$ cat config.mk
export PLATFORM = sky130hd
export DESIGN_NAME = uart_line_buffer
export DESIGN_NICKNAME = d
export VERILOG_FILES = /design/src/rtl/uart_line_buffer.sv
export SDC_FILE = /design/constraint.sdc
export NUM_CORES = 1
export LEC_CHECK = 0
export CAP_MARGIN = 20
export CORE_MARGIN = 4
export CORE_UTILIZATION = 35
export CTS_CLUSTER_DIAMETER = 80
export DETAILED_ROUTE_END_ITERATION = 8
export MAX_ROUTING_LAYER = met4
export PLACE_DENSITY_LB_ADDON = 0.15
export SLEW_MARGIN = 20
export SYNTH_ARGS = -nofsm -noshare
export SYNTH_HDL_FRONTEND = slang
export SYNTH_SLANG_ARGS = --single-unit
$ cat constraint.sdc
create_clock -name clk -period 4.8 [get_ports clk]
set_input_delay 0.96 -clock clk [delete_from_list [all_inputs] [get_ports clk]]
set_output_delay 0.96 -clock clk [all_outputs]
set_load 0.02 [all_outputs]
$ cat src/rtl/uart_line_buffer.sv
// uart_line_buffer: line-edited echo buffer between UART RX and TX; optional LF after CR via UART_LINE_BUFFER_CRLF_EN
module uart_line_buffer #(
  parameter int DEPTH = 64,
  localparam int AW = $clog2(DEPTH)
) (
  input  logic          clk,
  input  logic          reset,
  input  logic [7:0]    rx_data,
  input  logic          rx_valid,
  output logic [7:0]    tx_data,
  output logic          tx_we,
  input  logic          tx_busy,
  output logic          overflow,
  output logic          rx_dropped,
  output logic [AW:0]   line_len
);
  typedef enum logic {COLLECT, DRAIN} state_t;
  state_t      r_state;
  logic [AW:0] r_wr_ptr, r_rd_ptr;
  logic [7:0]  r_mem [DEPTH];
  logic [7:0]  r_tx_data;
  logic        r_tx_we, r_overflow, r_rx_dropped;
  logic        w_bs, w_cr, w_room, w_emit, w_empty, w_done, w_store;
`ifdef UART_LINE_BUFFER_CRLF_EN
  logic        r_lf;
`endif
  assign w_bs    = rx_data == 8'h08 || rx_data == 8'h7F;
  assign w_cr    = rx_data == 8'h0D;
  assign w_room  = r_wr_ptr < (AW+1)'(DEPTH - 1);
  assign w_emit  = !tx_busy && !r_tx_we;
  assign w_empty = r_rd_ptr == r_wr_ptr;
  assign w_store = r_state == COLLECT && rx_valid && !w_bs && (w_cr || w_room);
`ifdef UART_LINE_BUFFER_CRLF_EN
  assign w_done  = w_empty && r_lf;
`else
  assign w_done  = w_empty;
`endif
  assign tx_data    = r_tx_data;
  assign tx_we      = r_tx_we;
  assign overflow   = r_overflow;
  assign rx_dropped = r_rx_dropped;
  assign line_len   = r_state == DRAIN ? r_wr_ptr - r_rd_ptr : r_wr_ptr;
  // line storage, written in the same cycle as the accepted rx strobe
  always_ff @(posedge clk)
    if (w_store) r_mem[r_wr_ptr[AW-1:0]] <= rx_data;
  // collect/edit incoming bytes, then replay the line under the tx busy handshake
  always_ff @(posedge clk or posedge reset)
    if (reset) begin
      r_state      <= COLLECT;
      r_wr_ptr     <= '0;
      r_rd_ptr     <= '0;
      r_tx_data    <= 8'h00;
      r_tx_we      <= 1'b0;
      r_overflow   <= 1'b0;
      r_rx_dropped <= 1'b0;
`ifdef UART_LINE_BUFFER_CRLF_EN
      r_lf         <= 1'b0;
`endif
    end else begin
      r_tx_we      <= 1'b0;
      r_rx_dropped <= 1'b0;
      if (r_state == COLLECT) begin
        if (rx_valid) begin
          if (w_bs) begin
            if (r_wr_ptr != '0) r_wr_ptr <= r_wr_ptr - 1'b1;
          end else if (w_cr) begin
            r_wr_ptr <= r_wr_ptr + 1'b1;
            r_state  <= DRAIN;
          end else if (w_room) r_wr_ptr <= r_wr_ptr + 1'b1;
          else r_overflow <= 1'b1;
        end
      end else begin
        r_rx_dropped <= rx_valid;
        if (w_done) begin
          r_wr_ptr <= '0;
          r_rd_ptr <= '0;
          r_state  <= COLLECT;
`ifdef UART_LINE_BUFFER_CRLF_EN
          r_lf     <= 1'b0;
`endif
        end else if (w_emit) begin
          r_tx_we <= 1'b1;
`ifdef UART_LINE_BUFFER_CRLF_EN
          if (w_empty) begin
            r_tx_data <= 8'h0A;
            r_lf      <= 1'b1;
          end else begin
            r_tx_data <= r_mem[r_rd_ptr[AW-1:0]];
            r_rd_ptr  <= r_rd_ptr + 1'b1;
          end
`else
          r_tx_data <= r_mem[r_rd_ptr[AW-1:0]];
          r_rd_ptr  <= r_rd_ptr + 1'b1;
`endif
        end
      end
    end
endmodule

==> results.cfg, run 1 <==
[finish]
final_cells = 2122
regArea_sq_um = 16040
nFillCells = 5412
drive_gt1_frac = 0.2509
nets = 1317
final_cell_mix = 512 x edfxtp_1, 110 x mux4_2, 103 x buf_4
multiInputGateArea_sq_um = 5283
syn_to_final_growth_pct = 16.62
layout_commonest_cell = edfxtp_1

[sta]
rsz0062_at_grt = false
setup_violations = 0
fmax_ghz = 0.2195
fin_skew_ns = 0.02706
tightest_slew_ns = 0.9273
setup_tns_ns = 0
fin_crit_sh = 0.9491
slew_viol_final = 0
hold_slack_ns = 0.4871
fin_crit_ns = 4.556
hold_violations = 0
max_slew_margin = 0.3761

[synth]
async_flop_share = 0.04833
ys.flop_type = edfxtp_1
syn_inst = 1162
yosys_register_bits = 538
ys_warn_count = 0
syn_nets = 1188
synth_edf_count = 512
postSynthAreaPerCell_sq_um = 18.62
synth_cell_type_count = 58
ys_seq_area_frac = 0.7408
synth_area_sq_um = 21630

[floorplan]
rows = 90
chipHeight_um = 256.6
start_util = 0.3558
io_pins = 30
die_w_um = 256.6
die-area_sq_um = 65850
core-area_sq_um = 60810

[clocking]
root_buffer = clkbuf_16
clock_sinks = 538
htreeDepth = 2
hold_buffers = 0
cts_buffers = 56
clkTransAtPathRegs_ns = 0.06
clock_latency_ns = 0.62
cts_max_path_buffers = 3
cts_tree = done
cts_setup_buffers = 0
cts_resized = 0

[detailed_routing]
dr.pass1.iters = 5
post_drt_wl_per_cell_um = 26.72
final_antenna_net_count = 0
vias = 11360
via_per_inst = 5.351
drtIter0Drc = 997
drcViolationCount = 0
routed_wl_mm = 56.69

[power]
p_leak_nw = 8.234
p_per_area_nw_per_um2 = 503.4
power_mw = 12.70
max-vdd-ir-drop_mv = 0.2768

[worst_setup_path]
path_max_fanout = 11
path_buf_inv = 2
r2r.worst_path.cells = 10
worst-setup-path-type = flop to output port
path_depth = 10
crit_path_end_kind = output port
slowest_delay_ns = 0.62
path_delay_family = buffers and inverters
cp.required_ns = 3.84
worstPathArrival_ns = 3.60
start_kind = flop
slowest_stage = clkdlybuf4s50_1
cp_cell_sequence = inv_1 > ha_1 > fa_1 > nor2b_1 > o21ai_0 > a21oi_1 > or2_2 > o311ai_0 > xor2_1 > clkdlybuf4s50_1

[place]
port_buffers = 29
dp_cells = 2015
dp_hpwl_mm = 35.52
gp_congestion = 0.8164

[hold_path]
hold_class = flop to flop
min_path_cells = 1

[global_route]
grt_use_total = 0.1756
grt-ovfl-total = 0
grt_pass1_wl_mm = 83.07
grt_max_degree = 84
grt_pass1_vias = 11690
antenna_found_initial = 1

[outcome]
outcome = finished clean

[job]
drv_cap = 0
[cells by family after synthesis]
group	synth area share
flip-flops	0.7408
AND/OR/NAND/NOR	0.04829
multiplexers	0.1448
AO/OA/AOI/OAI	0.03950
buffers and inverters	0.01504
adder cells (fa/ha/maj)	0.008791
XOR/XNOR	0.002834
[final timing paths]
check,endpoint,start,slack (ns)
setup / recovery,line_len[6],r_wr_ptr[0]$_DFFE_PP0P_,0.24
hold / removal,tx_data[5]$_DFFE_PP0P_,tx_data[5]$_DFFE_PP0P_,0.49
setup reg to reg,tx_data[5]$_DFFE_PP0P_,r_rd_ptr[5]$_DFFE_PP0P_,1.53
hold reg to reg,tx_data[5]$_DFFE_PP0P_,tx_data[5]$_DFFE_PP0P_,0.49
max in group asynchronous,r_rd_ptr[0]$_DFFE_PP0P_,reset,3.61
min in group asynchronous,tx_data[7]$_DFFE_PP0P_,reset,0.73
[stage by stage]
step	area [sq um]	setup WS (ns)	utilization
final	25230	0.2442	0.4149
after global routing	25230	0.01638	0.4149
after CTS	25230	0.2090	0.4148
after detailed placement	23400	0.7521	0.3848
after global placement	23400	0.6994	0.3848
after floorplan	21630	0.8911	-
[area by class of cell]
class	count	share of cell area
Multi-Input combinational cell	546	0.2094
Tap cell	782	0.03878
Antenna cell	1	0.00009919
Clock buffer	65	0.05773
Clock inverter	41	0.01458
Timing Repair Buffer	133	0.04136
Inverter	16	0.002381
Sequential cell	538	0.6357
[metal layers]
metal  vias to the layer above  track usage  part of all wire
met5                         -            -                 0
met4                         0      0.04198             0.022
met3                        77      0.02990             0.052
met2                       285       0.2688              0.47
met1                      6013       0.2483              0.46
li1                       4980            -                 -
[sequential cells by signal, summed over array words and instances, names as in the netlist]
register / count
r_state: 1
overflow: 1
r_wr_ptr: 7
rx_dropped: 1
tx_data: 8
r_rd_ptr: 7
tx_we: 1
r_mem: 512
[synthesized netlist by cell type, types with 12 or more instances]
library cell / n / area share
a21oi_1: 31 / 0.0072
a22oi_1: 16 / 0.0056
buf_2: 17 / 0.0039
clkbuf_1: 32 / 0.0056
dfrtp_1: 26 / 0.030
edfxtp_1: 512 / 0.71
ha_1: 12 / 0.0069
inv_1: 14 / 0.0024
mux2_2: 19 / 0.0099
mux2i_1: 44 / 0.020
mux4_2: 110 / 0.11
nand2_1: 54 / 0.0094
nand3_1: 15 / 0.0035
nor2_1: 102 / 0.018
o21ai_0: 15 / 0.0035
[worst reg2reg max path, delay by kind of cell (launching register included)]
| kind | cells | cell delay (ns) |
|---|---|---|
| AO/OA/AOI/OAI | 3 | 1.20 |
| adder cells (fa/ha/maj) | 1 | 0.39 |
| flip-flops | 1 | 0.33 |
| buffers and inverters | 4 | 0.93 |
| AND/OR/NAND/NOR | 2 | 0.37 |
[where the power goes]
| part | switching [mW] | internal (mW) | total (mW) |
|---|---|---|---|
| sequential | 0.0742 | 5.21 | 5.28 |
| combinational | 1.88 | 1.22 | 3.10 |
| clock | 1.82 | 2.50 | 4.32 |
Note: power is estimated with default switching activity, not from simulation.
==> run 2: changes to the inputs <==
--- a/config.mk
+++ b/config.mk
@@ -7,7 +7,7 @@
 export LEC_CHECK = 0
 export CAP_MARGIN = 20
 export CORE_MARGIN = 4
-export CORE_UTILIZATION = 35
+export CORE_UTILIZATION = 40
 export CTS_CLUSTER_DIAMETER = 80
 export DETAILED_ROUTE_END_ITERATION = 8
 export MAX_ROUTING_LAYER = met4
==> results.cfg, run 2 (same netlist as run 1, synthesis figures left out) <==
[clocking]
cts_setup_buffers = 0
htreeDepth = 2
root_buffer = clkbuf_16
clkTransAtPathRegs_ns = 0.06
cts_tree = done
cts_buffers = 54
clock_latency_ns = 0.61
cts_max_path_buffers = 3
clock_sinks = 538
hold_buffers = 0

[worst_setup_path]
path_max_fanout = 11
worstPathArrival_ns = 3.50
crit_start = r_wr_ptr[0]$_DFFE_PP0P_
r2r-start = r_rd_ptr[0]$_DFFE_PP0P_
slowest_delay_ns = 0.62
slowest_stage = clkdlybuf4s50_1
crit_path_end_kind = output port
cp_cell_sequence = inv_1 > ha_1 > fa_1 > nor2b_1 > o21ai_1 > a21oi_1 > o2111ai_1 > o311ai_1 > xor2_1 > clkdlybuf4s50_1
cp.required_ns = 3.84
start_kind = flop
worst-setup-path-type = flop to output port

[power]
pwr-share-seq = 0.431
cell_internal_pwr_mw = 8.613
p_leak_nw = 7.908
combPwrFrac = 0.250
power_mw = 12.28
p_clk_frac = 0.319
p_sw_frac = 0.2988
max-vdd-ir-drop_mv = 0.2941
p_per_area_nw_per_um2 = 499.3
power.switching_mw = 3.670

[sta]
setup_violations = 0
hold_slack_ns = 0.4947
setup_tns_ns = 0
tightest_slew_ns = 0.9591
fmax_ghz = 0.2244
rsz0062_at_grt = false
hold_violations = 0
fin_crit_ns = 4.457
fin_skew_ns = 0.02159
slew_viol_final = 0
max_slew_margin = 0.3525
fin_crit_sh = 0.9285

[detailed_routing]
vias = 11410
dr.pass1.iters = 7
final_antenna_net_count = 0
routed_wl_mm = 56.49
post_drt_wl_per_cell_um = 28.57
drtIter0Drc = 1211
via_per_inst = 5.772
drcViolationCount = 0

[outcome]
outcome = finished clean

[finish]
multiInputGateArea_sq_um = 5283
largest_reg_flops = 512
utilization = 0.4635
layout_commonest_cell = edfxtp_1
final_cell_mix = 512 x edfxtp_1, 110 x mux4_2, 102 x nor2_1
diodes = 0
drive_gt1_frac = 0.2141
nFillCells = 4480
nets = 1271
regArea_sq_um = 16040
syn_to_final_growth_pct = 13.71
final_cells = 1977

[place]
port_buffers = 29
dp_hpwl_mm = 36.01
gp_congestion = 0.9039
dp_cells = 1877

[global_route]
grt_max_degree = 65
grt_pass1_vias = 11460
grt-ovfl-total = 0
antenna_found_initial = 0
grt_pass1_wl_mm = 82.61
grt_use_total = 0.2039

[hold_path]
hold_class = flop to flop
hp-start = tx_data[5]$_DFFE_PP0P_

[floorplan]
die-area_sq_um = 57870
core-area_sq_um = 53080
die_w_um = 240.6
rows = 84
chipHeight_um = 240.6
io_pins = 30
start_util = 0.4076

[job]
drv_cap = 0
[run 2: cell count changes in the layout (fill, tap and decap cells not counted), moves of 2 or more]
cell	previous run	this run
clkbuf_16	57	54
clkbuf_8	0	3
inv_6	4	2
clkinvlp_4	4	0
buf_4	103	57
bufinv_16	6	1
buf_12	1	3
clkbuf_1	8	18
clkinv_2	13	8
[run 2: area by class of cell]
class                           instances  area share
Clock buffer                           75     0.05936
Clock inverter                         25    0.006511
Inverter                               16    0.002442
Multi-Input combinational cell        546      0.2148
Sequential cell                       538      0.6519
Tap cell                              688     0.03499
Timing Repair Buffer                   89     0.03001
[run 2: timing repair]
item,4_1_cts,5_1_grt
endpoints found under the hold margin,0,0
endpoints found under the setup margin,0,1
resized for setup,0,2
[run 2: through the flow]
stage	area (sq um)	setup slack, ns
final	24600	0.3431
after detailed placement	22980	0.4930
after global placement	22980	0.5733
after CTS	24600	0.1799
after global routing	24600	0.07981
after floorplan	21630	0.8911
[run 2: critical path, delay by kind of cell, from the launching register on]
family	cells	cell delay (ns)
AND/OR/NAND/NOR	1	0.14
buffers and inverters	2	0.75
adder cells (fa/ha/maj)	2	0.66
flip-flops	1	0.57
XOR/XNOR	1	0.18
AO/OA/AOI/OAI	4	0.61
[run 2: per-layer routing]
metal	vias up	track usage	part of all wire
li1	4889	-	-
met1	6051	0.2981	0.46
met2	389	0.3061	0.46
met3	83	0.03108	0.057
met4	0	0.04862	0.024
met5	-	-	0
[run 2: power by group through the flow]
stage                     Sequential [mW]  Combinational [mW]  Clock [mW]
after detailed placement             5.40                3.09           0
after floorplan                      5.38                1.92           0
final                                5.30                3.07        3.92
after global routing                 5.30                3.27        4.23
after CTS                            5.30                3.10        4.01
after global placement               5.40                3.07           0
[run 2: worst paths after layout]
check,end,slack [ns],depth (start not counted)
setup / recovery,line_len[6],0.34,10
hold / removal,tx_data[5]$_DFFE_PP0P_,0.49,1
setup reg to reg,tx_data[1]$_DFFE_PP0P_,1.13,7
hold reg to reg,tx_data[5]$_DFFE_PP0P_,0.49,1
max in group asynchronous,r_rd_ptr[0]$_DFFE_PP0P_,3.71,3
min in group asynchronous,r_rd_ptr[4]$_DFFE_PP0P_,0.75,3
